## src/rtl/i2c_xfer_sequencer.sv

```systemverilog
// i2c_xfer_sequencer: Wishbone master that drives the iicmb register file
// (CSR/DPR/CMDR) to run one complete I2C transaction per request.
// Each command is written to CMDR, then the block waits for irq_i and reads
// CMDR back to decode don/nak/al/err. A single completion status is
// reported when the transaction ends.

module i2c_xfer_sequencer #(
    parameter int ADDR_WIDTH     = 2,
    parameter int DATA_WIDTH     = 8,
    parameter int LEN_W          = 8,
    parameter int TIMEOUT_CYCLES = 65535
) (
    input  logic                  clk_i,
    input  logic                  rst_i,
    input  logic                  req_valid,
    output logic                  req_ready,
    input  logic                  req_rw,
    input  logic [3:0]            req_bus,
    input  logic [6:0]            req_addr,
    input  logic [LEN_W-1:0]      req_len,
    input  logic                  wdata_valid,
    output logic                  wdata_ready,
    input  logic [7:0]            wdata,
    output logic                  rdata_valid,
    output logic [7:0]            rdata,
    output logic                  done_valid,
    output logic [2:0]            done_status,
    output logic [LEN_W-1:0]      done_count,
    output logic                  cyc_o,
    output logic                  stb_o,
    output logic                  we_o,
    output logic [ADDR_WIDTH-1:0] adr_o,
    output logic [DATA_WIDTH-1:0] dat_o,
    input  logic                  ack_i,
    input  logic [DATA_WIDTH-1:0] dat_i,
    input  logic                  irq_i
);

    localparam int TW = $clog2(TIMEOUT_CYCLES + 1);
    localparam logic [TW-1:0] TO_LAST = TW'(TIMEOUT_CYCLES - 1);

    localparam logic [ADDR_WIDTH-1:0] ADR_CSR  = ADDR_WIDTH'(0);
    localparam logic [ADDR_WIDTH-1:0] ADR_DPR  = ADDR_WIDTH'(1);
    localparam logic [ADDR_WIDTH-1:0] ADR_CMDR = ADDR_WIDTH'(2);

    localparam logic [7:0] CMD_WRITE  = 8'h01;
    localparam logic [7:0] CMD_RD_ACK = 8'h02;
    localparam logic [7:0] CMD_RD_NAK = 8'h03;
    localparam logic [7:0] CMD_START  = 8'h04;
    localparam logic [7:0] CMD_STOP   = 8'h05;
    localparam logic [7:0] CMD_SETBUS = 8'h06;

    localparam logic [2:0] STAT_OK      = 3'd0;
    localparam logic [2:0] STAT_NAK     = 3'd1;
    localparam logic [2:0] STAT_ARBLOST = 3'd2;
    localparam logic [2:0] STAT_ERR     = 3'd3;
    localparam logic [2:0] STAT_TIMEOUT = 3'd4;

    typedef enum logic [3:0] {
        ST_INIT,
        ST_IDLE,
        ST_DPR_WR,
        ST_CMD_WR,
        ST_WAIT_IRQ,
        ST_CMD_RD,
        ST_GET_WDATA,
        ST_DPR_RD,
        ST_DONE
    } state_t;

    typedef enum logic [2:0] {
        PH_SETBUS,
        PH_START,
        PH_ADDR,
        PH_DATA,
        PH_STOP
    } phase_t;

    state_t                state_q, state_n;
    phase_t                phase_q, phase_n;
    logic                  rw_q, rw_n;
    logic [6:0]            addr_q, addr_n;
    logic [LEN_W-1:0]      len_q, len_n;
    logic [LEN_W-1:0]      count_q, count_n;
    logic [2:0]            status_q, status_n;
    logic [7:0]            cmd_q, cmd_n;
    logic [7:0]            dpr_q, dpr_n;
    logic [TW-1:0]         tcnt_q, tcnt_n;
    logic                  cyc_q, cyc_n;
    logic                  stb_q, stb_n;
    logic                  we_q, we_n;
    logic [ADDR_WIDTH-1:0] adr_q, adr_n;
    logic [DATA_WIDTH-1:0] dat_q, dat_n;
    logic [7:0]            rdata_q, rdata_n;
    logic                  rvalid_q, rvalid_n;

    logic                  acc_req;
    logic                  acc_we;
    logic [ADDR_WIDTH-1:0] acc_adr;
    logic [DATA_WIDTH-1:0] acc_dat;
    logic                  acc_done;
    logic [LEN_W-1:0]      count_inc;
    logic [7:0]            cmdr_stat;

    assign acc_done  = cyc_q & ack_i;
    assign count_inc = count_q + LEN_W'(1);
    assign cmdr_stat = dat_i[7:0];

    assign req_ready   = (state_q == ST_IDLE);
    assign done_valid  = (state_q == ST_DONE);
    assign done_status = done_valid ? status_q : 3'd0;
    assign done_count  = done_valid ? count_q : '0;
    assign rdata_valid = rvalid_q;
    assign rdata       = rdata_q;
    assign cyc_o       = cyc_q;
    assign stb_o       = stb_q;
    assign we_o        = we_q;
    assign adr_o       = adr_q;
    assign dat_o       = dat_q;

    // Register all sequencer state and Wishbone outputs; reset drops the bus at once.
    always_ff @(posedge clk_i or negedge rst_i) begin
        if (!rst_i) begin
            state_q  <= ST_INIT;
            phase_q  <= PH_SETBUS;
            rw_q     <= 1'b0;
            addr_q   <= '0;
            len_q    <= '0;
            count_q  <= '0;
            status_q <= STAT_OK;
            cmd_q    <= '0;
            dpr_q    <= '0;
            tcnt_q   <= '0;
            cyc_q    <= 1'b0;
            stb_q    <= 1'b0;
            we_q     <= 1'b0;
            adr_q    <= '0;
            dat_q    <= '0;
            rdata_q  <= '0;
            rvalid_q <= 1'b0;
        end else begin
            state_q  <= state_n;
            phase_q  <= phase_n;
            rw_q     <= rw_n;
            addr_q   <= addr_n;
            len_q    <= len_n;
            count_q  <= count_n;
            status_q <= status_n;
            cmd_q    <= cmd_n;
            dpr_q    <= dpr_n;
            tcnt_q   <= tcnt_n;
            cyc_q    <= cyc_n;
            stb_q    <= stb_n;
            we_q     <= we_n;
            adr_q    <= adr_n;
            dat_q    <= dat_n;
            rdata_q  <= rdata_n;
            rvalid_q <= rvalid_n;
        end
    end

    // Next-state, transaction sequencing and the single-beat Wishbone access engine.
    always_comb begin
        state_n     = state_q;
        phase_n     = phase_q;
        rw_n        = rw_q;
        addr_n      = addr_q;
        len_n       = len_q;
        count_n     = count_q;
        status_n    = status_q;
        cmd_n       = cmd_q;
        dpr_n       = dpr_q;
        tcnt_n      = tcnt_q;
        rdata_n     = rdata_q;
        rvalid_n    = 1'b0;
        wdata_ready = 1'b0;
        acc_req     = 1'b0;
        acc_we      = 1'b0;
        acc_adr     = ADR_CSR;
        acc_dat     = '0;

        case (state_q)
            ST_INIT: begin
                acc_req = 1'b1;
                acc_we  = 1'b1;
                acc_adr = ADR_CSR;
                acc_dat = DATA_WIDTH'(8'hC0);
                if (acc_done) state_n = ST_IDLE;
            end

            ST_IDLE: begin
                if (req_valid) begin
                    rw_n     = req_rw;
                    addr_n   = req_addr;
                    len_n    = req_len;
                    count_n  = '0;
                    status_n = STAT_OK;
                    phase_n  = PH_SETBUS;
                    dpr_n    = {4'h0, req_bus};
                    cmd_n    = CMD_SETBUS;
                    state_n  = ST_DPR_WR;
                end
            end

            ST_DPR_WR: begin
                acc_req = 1'b1;
                acc_we  = 1'b1;
                acc_adr = ADR_DPR;
                acc_dat = DATA_WIDTH'(dpr_q);
                if (acc_done) state_n = ST_CMD_WR;
            end

            ST_CMD_WR: begin
                acc_req = 1'b1;
                acc_we  = 1'b1;
                acc_adr = ADR_CMDR;
                acc_dat = DATA_WIDTH'(cmd_q);
                if (acc_done) begin
                    tcnt_n  = '0;
                    state_n = ST_WAIT_IRQ;
                end
            end

            ST_WAIT_IRQ: begin
                if (irq_i) begin
                    state_n = ST_CMD_RD;
                end else if (tcnt_q == TO_LAST) begin
                    status_n = STAT_TIMEOUT;
                    state_n  = ST_DONE;
                end else begin
                    tcnt_n = tcnt_q + TW'(1);
                end
            end

            ST_CMD_RD: begin
                acc_req = 1'b1;
                acc_adr = ADR_CMDR;
                if (acc_done) begin
                    if (cmdr_stat[5]) begin
                        if (status_q == STAT_OK) status_n = STAT_ARBLOST;
                        state_n = ST_DONE;
                    end else if (cmdr_stat[4]) begin
                        if (status_q == STAT_OK) status_n = STAT_ERR;
                        state_n = ST_DONE;
                    end else if (cmdr_stat[6]) begin
                        if (phase_q == PH_STOP) begin
                            state_n = ST_DONE;
                        end else begin
                            status_n = STAT_NAK;
                            phase_n  = PH_STOP;
                            cmd_n    = CMD_STOP;
                            state_n  = ST_CMD_WR;
                        end
                    end else if (cmdr_stat[7]) begin
                        case (phase_q)
                            PH_SETBUS: begin
                                phase_n = PH_START;
                                cmd_n   = CMD_START;
                                state_n = ST_CMD_WR;
                            end
                            PH_START: begin
                                phase_n = PH_ADDR;
                                dpr_n   = {addr_q, rw_q};
                                cmd_n   = CMD_WRITE;
                                state_n = ST_DPR_WR;
                            end
                            PH_ADDR: begin
                                if (len_q == '0) begin
                                    phase_n = PH_STOP;
                                    cmd_n   = CMD_STOP;
                                    state_n = ST_CMD_WR;
                                end else if (rw_q) begin
                                    phase_n = PH_DATA;
                                    cmd_n   = (len_q == LEN_W'(1)) ? CMD_RD_NAK : CMD_RD_ACK;
                                    state_n = ST_CMD_WR;
                                end else begin
                                    phase_n = PH_DATA;
                                    state_n = ST_GET_WDATA;
                                end
                            end
                            PH_DATA: begin
                                if (rw_q) begin
                                    state_n = ST_DPR_RD;
                                end else begin
                                    count_n = count_inc;
                                    if (count_inc == len_q) begin
                                        phase_n = PH_STOP;
                                        cmd_n   = CMD_STOP;
                                        state_n = ST_CMD_WR;
                                    end else begin
                                        state_n = ST_GET_WDATA;
                                    end
                                end
                            end
                            PH_STOP: begin
                                state_n = ST_DONE;
                            end
                            default: begin
                                state_n = ST_DONE;
                            end
                        endcase
                    end else begin
                        if (status_q == STAT_OK) status_n = STAT_ERR;
                        state_n = ST_DONE;
                    end
                end
            end

            ST_GET_WDATA: begin
                wdata_ready = wdata_valid;
                if (wdata_valid) begin
                    dpr_n   = wdata;
                    cmd_n   = CMD_WRITE;
                    state_n = ST_DPR_WR;
                end
            end

            ST_DPR_RD: begin
                acc_req = 1'b1;
                acc_adr = ADR_DPR;
                if (acc_done) begin
                    rdata_n  = dat_i[7:0];
                    rvalid_n = 1'b1;
                    count_n  = count_inc;
                    if (count_inc == len_q) begin
                        phase_n = PH_STOP;
                        cmd_n   = CMD_STOP;
                    end else begin
                        cmd_n = (count_inc == len_q - LEN_W'(1)) ? CMD_RD_NAK : CMD_RD_ACK;
                    end
                    state_n = ST_CMD_WR;
                end
            end

            ST_DONE: begin
                state_n = ST_IDLE;
            end

            default: begin
                state_n = ST_INIT;
            end
        endcase

        cyc_n = cyc_q;
        stb_n = stb_q;
        we_n  = we_q;
        adr_n = adr_q;
        dat_n = dat_q;
        if (acc_done) begin
            cyc_n = 1'b0;
            stb_n = 1'b0;
            we_n  = 1'b0;
            adr_n = '0;
            dat_n = '0;
        end else if (acc_req && !cyc_q) begin
            cyc_n = 1'b1;
            stb_n = 1'b1;
            we_n  = acc_we;
            adr_n = acc_adr;
            dat_n = acc_dat;
        end
    end

endmodule

```

## config.mk

```make
export PLATFORM = sky130hd
export DESIGN_NAME = i2c_xfer_sequencer
export DESIGN_NICKNAME = d
export VERILOG_FILES = /design/src/rtl/i2c_xfer_sequencer.sv
export SDC_FILE = /design/constraint.sdc
export NUM_CORES = 1
export LEC_CHECK = 0
export BUFFER_PORTS_ARGS = -buffer_cell sky130_fd_sc_hd__buf_2
export CORE_MARGIN = 10
export CORE_UTILIZATION = 52
export CTS_CLUSTER_SIZE = 20
export DETAILED_ROUTE_END_ITERATION = 8
export HOLD_SLACK_MARGIN = 0.02
export PLACE_DENSITY = 0.77
export SLEW_MARGIN = 0
export SYNTH_ARGS = -nofsm -noshare
export SYNTH_HDL_FRONTEND = slang
export SYNTH_SLANG_ARGS = --single-unit
```

## constraint.sdc

```tcl
create_clock -name clk_i -period 2.5 [get_ports clk_i]
set_clock_uncertainty 0.05 [all_clocks]
set_input_delay 0.125 -clock clk_i [delete_from_list [all_inputs] [get_ports clk_i]]
set_output_delay 0.125 -clock clk_i [all_outputs]
set_load 0.05 [all_outputs]
```

# Word level (Yosys, flattened, before mapping)
# Index checks and enable logic that the tools add are counted.
[totals]
ff_bits = 87
input_bits = 42
output_inout_bits = 36
elab_cells = 189
[op_classes]
addsub = 3
n_eq_ne = 43
mux = 101
bitwise = 1
reduce_logical = 25
[ops]
columns = ["op", "n"]
rows = [
  ["two-way mux 8 bit", 33],
  ["two-way mux 3 bit", 27],
  ["case mux 8 bit (3 select lines)", 3],
  ["case mux 8 bit (4 select lines)", 2],
  ["two-way mux 4 bit", 13],
  ["two-way mux 16 bit", 3],
  ["case mux 16 bit (2 select lines)", 1],
  ["case mux 4 bit (8 select lines)", 1],
  ["!= test 2 bit (second input constant)", 14],
  ["AND reduction 10 bit", 2],
  ["case mux 3 bit (3 select lines)", 2],
  ["adder 16 x 1 -> 16 bit (second input constant)", 1],
  ["equality test 16 bit (second input constant)", 1],
  ["equality test 4 x 3 -> 1 bit (second input constant)", 4],
  ["equality test 8 bit", 2],
  ["case mux 4 bit (4 select lines)", 1],
  ["!= test 5 bit (second input constant)", 3],
  ["AND reduction 13 bit", 1],
  ["!= test 3 bit (second input constant)", 4],
  ["case mux 3 bit (4 select lines)", 1],
  ["two-way mux 1 bit", 11],
  ["AND reduction 9 bit", 1],
  ["nonzero test 3 bit", 3],
  ["adder 8 x 1 -> 8 bit (second input constant)", 1],
  ["28 further kinds", 38],
]

# Logic depth before layout (Yosys ltp)
[logic_depth]
word_depth = 11
mapped_depth = 10

# Worst setup path before layout
# Ideal clock, no wire load.
[synth_timing]
kind = "register to register"
startpoint = "register len_q[0]"
endpoint = "register cmd_q[0]"
setup_time_ns = 0.079
arrival_ns = 2.422
required_time_ns = 2.371
setup_slack_ns = -0.051
stages_incl_launch_ff = 9
n_path_buf = 1
period_less_slack_ns = 2.551
path_cell_list = "dfrtp_1 -> or4_4 -> or2_0 -> clkbuf_2 -> or4_1 -> a31o_1 -> a2111oi_2 -> a21oi_1 -> mux2i_1"
[synth_between]
elab_chain_cells = 11
[synth_rtl]
columns = ["element", "line_no", "source"]
rows = [
  ["start, declared", "83", "logic [LEN_W-1:0] len_q, len_n;"],
  ["start signal, assigned", "146", "len_q <= len_n;"],
  ["equality test 8 x 1 -> 1 bit", "274", "cmd_n = (len_q == LEN_W'(1)) ? CMD_RD_NAK : CMD_RD_ACK;"],
  ["two-way mux 1 bit", "274", ""],
  ["two-way mux 8 bit", "272", "end else if (rw_q) begin"],
  ["two-way mux 8 bit", "268", "if (len_q == '0) begin"],
  ["case mux 8 bit (4 select lines)", "255", "case (phase_q)"],
  ["two-way mux 8 bit", "254", "end else if (cmdr_stat[7]) begin"],
  ["two-way mux 8 bit", "245", "end else if (cmdr_stat[6]) begin"],
  ["two-way mux 8 bit", "242", "end else if (cmdr_stat[4]) begin"],
  ["two-way mux 8 bit", "239", "if (cmdr_stat[5]) begin"],
  ["two-way mux 8 bit", "238", "if (acc_done) begin"],
  ["case mux 8 bit (4 select lines)", "182", "case (state_q)"],
  ["end signal, assigned", "149", "cmd_q <= cmd_n;"],
  ["end, declared", "86", "logic [7:0] cmd_q, cmd_n;"],
]
# Several ways; a longest one is shown, not always the timed one. The select of a mux whose other input is x is not followed.
# A chain may end at the register's enable or synchronous reset.

# Final worst setup path
[layout_timing]
startpoint = "register len_q[2]"
endpoint = "register cmd_q[0]"
# The elaborated chain is that of the path after synthesis.

==> impl_metrics.py <==
metrics = {
    "floorplanning": {
        "rows": 36,
        "start_util": 0.5322,
        "io-pin-count": 78,
        "die_w_um": 119.8,
        "die-area_um2": 14350,
        "dieHeight_um": 119.8,
        "fp.coreArea_um2": 9729,
    },
    "drt": {
        "drc_errors": 0,
        "wire_per_inst_um": 17.27,
        "vias": 5075,
        "drt-total-wl_um": 14650,
        "detail-route-antenna-nets": 0,
        "drt_first_pass_iters": 7,
        "first_iter_violations": 549,
        "vias_per_cell": 5.985,
    },
    "sta": {
        "finalSetupTns_ps": 0,
        "hold_viol_final": 0,
        "fmax_ghz": 0.4137,
        "rsz0062_at_grt": "yes",
        "slew_violations": 0,
        "relSlewSlack": 0.3168,
        "fin_crit_sh": 0.9669,
        "finalCriticalPeriod_ps": 2417,
        "worst_slew_pin_slew_ps": 1025,
        "finalSetupViolCount": 0,
    },
    "clock_tree": {
        "h-tree-depth": 3,
        "cts_tree": "built",
        "clock_latency_ps": 370,
        "clk_pin_slew_ps": 90,
        "cts_num_sinks": 82,
        "clk_path_buf_depth": 2,
        "clock-root-buffer": "clkbuf_8",
        "cts_made_buffers": 9,
    },
    "job": {
        "maxCapViolations": 0,
    },
    "layout": {
        "final_common_cell": "dfrtp_1",
        "drive_gt1_frac": 0.2909,
        "diodes": 0,
        "seq_area_um2": 2054,
        "nFillCells": 802,
        "layout_common_cells": "dfrtp_1, buf_2, nor2_1",
        "area_growth_syn_to_layout_pct": 25.06,
        "fin_nets": 757,
        "multi_input_area_um2": 2984,
        "fin_area_um2": 6475,
    },
    "synthesis": {
        "synth.yosys.seq_area_share": 0.3963,
        "synth_edf_count": 0,
        "synth_cells": 585,
        "synth_cell_types": 73,
        "ys_ff_latch": 82,
        "yosys.area.top_type": "dfrtp_1",
        "synth.avg_cell_area_um2": 8.850,
        "syn_nets": 632,
        "yosysWarnings": 0,
        "netlist_top_cells_area": "dfrtp_1, mux2_2, o21ai_0",
        "ys.flop_type": "dfrtp_1",
        "async_flop_share": 1.000,
        "yosysTopAreaCellShare": 0.3963,
        "synth.cell_area_um2": 5177,
    },
    "worst_setup_path": {
        "crit_arrival_ps": 2670,
        "critPathKind": "register to register",
        "path_buf_inv": 0,
        "cp_cell_sequence": "or4_4, or2_4, or4_1, a31o_1, a2111oi_4, a21oi_2, mux2i_1",
        "path_delay_family": "simple AND/OR/NAND/NOR gates",
        "r2r-start": "len_q[2]",
        "r2r_end": "cmd_q[0]",
        "slowest_stage": "or4_4",
        "cp-start-kind": "register",
        "worstSetupEndpoint": "cmd_q[0]",
        "cp.depth": 7,
        "cp-end-kind": "register",
        "cp_max_fo": 2,
        "rrSetupSlack_ps": 80,
        "worst-r2r-cell-count": 7,
        "max_stage_delay_ps": 550,
        "required_ps": 2750,
        "cp-startpoint": "len_q[2]",
    },
    "global_route": {
        "grt.overflow.total": 0,
        "grt_pass1_wl_um": 24140,
        "grt.total_usage": 0.2021,
        "grt_pass1_vias": 4781,
        "grt_max_degree": 83,
        "antenna_found_initial": 0,
    },
    "place": {
        "numPortBuffers": 77,
        "gp_congestion": 0.9486,
        "dp_hpwl_um": 10490,
        "postPlaceCellArea_um2": 5889,
    },
    "outcome": {
        "status": "completed",
    },
    "worst_hold_path": {
        "hp-class": "input pin to register",
    },
    "power": {
        "power.density_nw_per_um2": 1042,
        "leakage_nw": 2.860,
        "peakVddDrop_uv": 614.2,
        "power.total_mw": 6.746,
    },
}
[how the worst min path moves through the flow]
stage | cells past startpoint | slack, ps | to | from
final | 3 | 20 | dpr_q[5] | wdata[5]
after global routing | 3 | 40 | dpr_q[5] | wdata[5]
after CTS | 3 | 20 | dpr_q[5] | wdata[5]
after detailed placement | 2 | 310 | len_q[7] | req_len[7]
after global placement | 1 | 310 | dat_o[5] | rst_i
after floorplan | 0 | -220 | addr_q[0] | rst_i
[state kept, by name, indices dropped and copies added (netlist names)]
register     flops
len_q            8
rdata            8
count_q          8
tcnt_q          16
phase_q          3
we_o             1
dat_o            8
stb_o            1
adr_o            2
rdata_valid      1
state_q          4
addr_q           7
dpr_q            8
status_q         3
rw_q             1
cmd_q            3
[what timing repair did]
item | CTS | global route
gates resized for setup | 5 | 28
pin swaps | 4 | 4
endpoints found under the hold margin | 104 | 0
hold buffers | 23 | 0
endpoints found under the setup margin | 3 | 20
buffers inserted | 0 | 3
cloned | 0 | 0
[tightest hold or removal path: stages]
cell and delay [ps]:
buf_2 80, a22oi_1 70, a21oi_1 130
[power breakdown]
part	leakage [nW]	switching (mW)	internal, mW	total (mW)
logic	1.70	2.16	1.45	3.61
clock network	0.0990	0.513	0.459	0.972
registers	1.06	0.412	1.75	2.17
[cells by family (layout without fill, tap and decap cells)]
| family | Yosys count | after routing | synth area share |
|---|---|---|---|
| AOI/OAI and AO/OA | 169 | 169 | 0.2107 |
| xor gates and xnor gates | 22 | 22 | 0.03987 |
| buffers and inverters | 54 | 184 | 0.05486 |
| DFF | 82 | 82 | 0.3963 |
| adders and majority gates | 5 | 5 | 0.01208 |
| muxes | 36 | 36 | 0.07661 |
| and+or+nand+nor | 217 | 217 | 0.2095 |
[synthesized netlist by cell type (9+ instances only)]
cell type and n:
nor4_1 11, nor2_1 63, and2_1 16, nand2_1 43, o21ai_0 56, xnor2_1 14
clkbuf_1 24, mux2_2 28, inv_1 16, a21oi_1 35, nor3_1 14, nand3_1 23
a31oi_1 9, dfrtp_1 82
[area by class of cell]
cell class                 instances  area share
clock inverter                     7     0.01082
sequential                        82      0.3173
timing repair buffer             152      0.1569
inverter                          16    0.009275
clock buffer                       9     0.01913
multi-input combinational        449      0.4609
tap                              133     0.02570
[stage by stage]
stage	hold slack, ps	util	setup WS (ps)	cells
floorplan	-220.6	-	-46.27	585
global placement	306.7	0.6053	57.30	806
detailed placement	311.6	0.6053	-38.51	806
CTS	20.86	0.6502	14.82	845
global route	40.57	0.6655	-13.56	848
finish	23.27	0.6655	82.80	848
[per-layer routing]
| metal | global-route usage | vias to the layer above | share of wire |
|---|---|---|---|
| met5 | 0 | - | 0 |
| met1 | 0.2592 | 2424 | 0.43 |
| li1 | - | 2389 | - |
| met2 | 0.3305 | 227 | 0.48 |
| met3 | 0.04454 | 35 | 0.073 |
| met4 | 0.06787 | 0 | 0.023 |
Note: power is estimated with default switching activity, not from simulation.
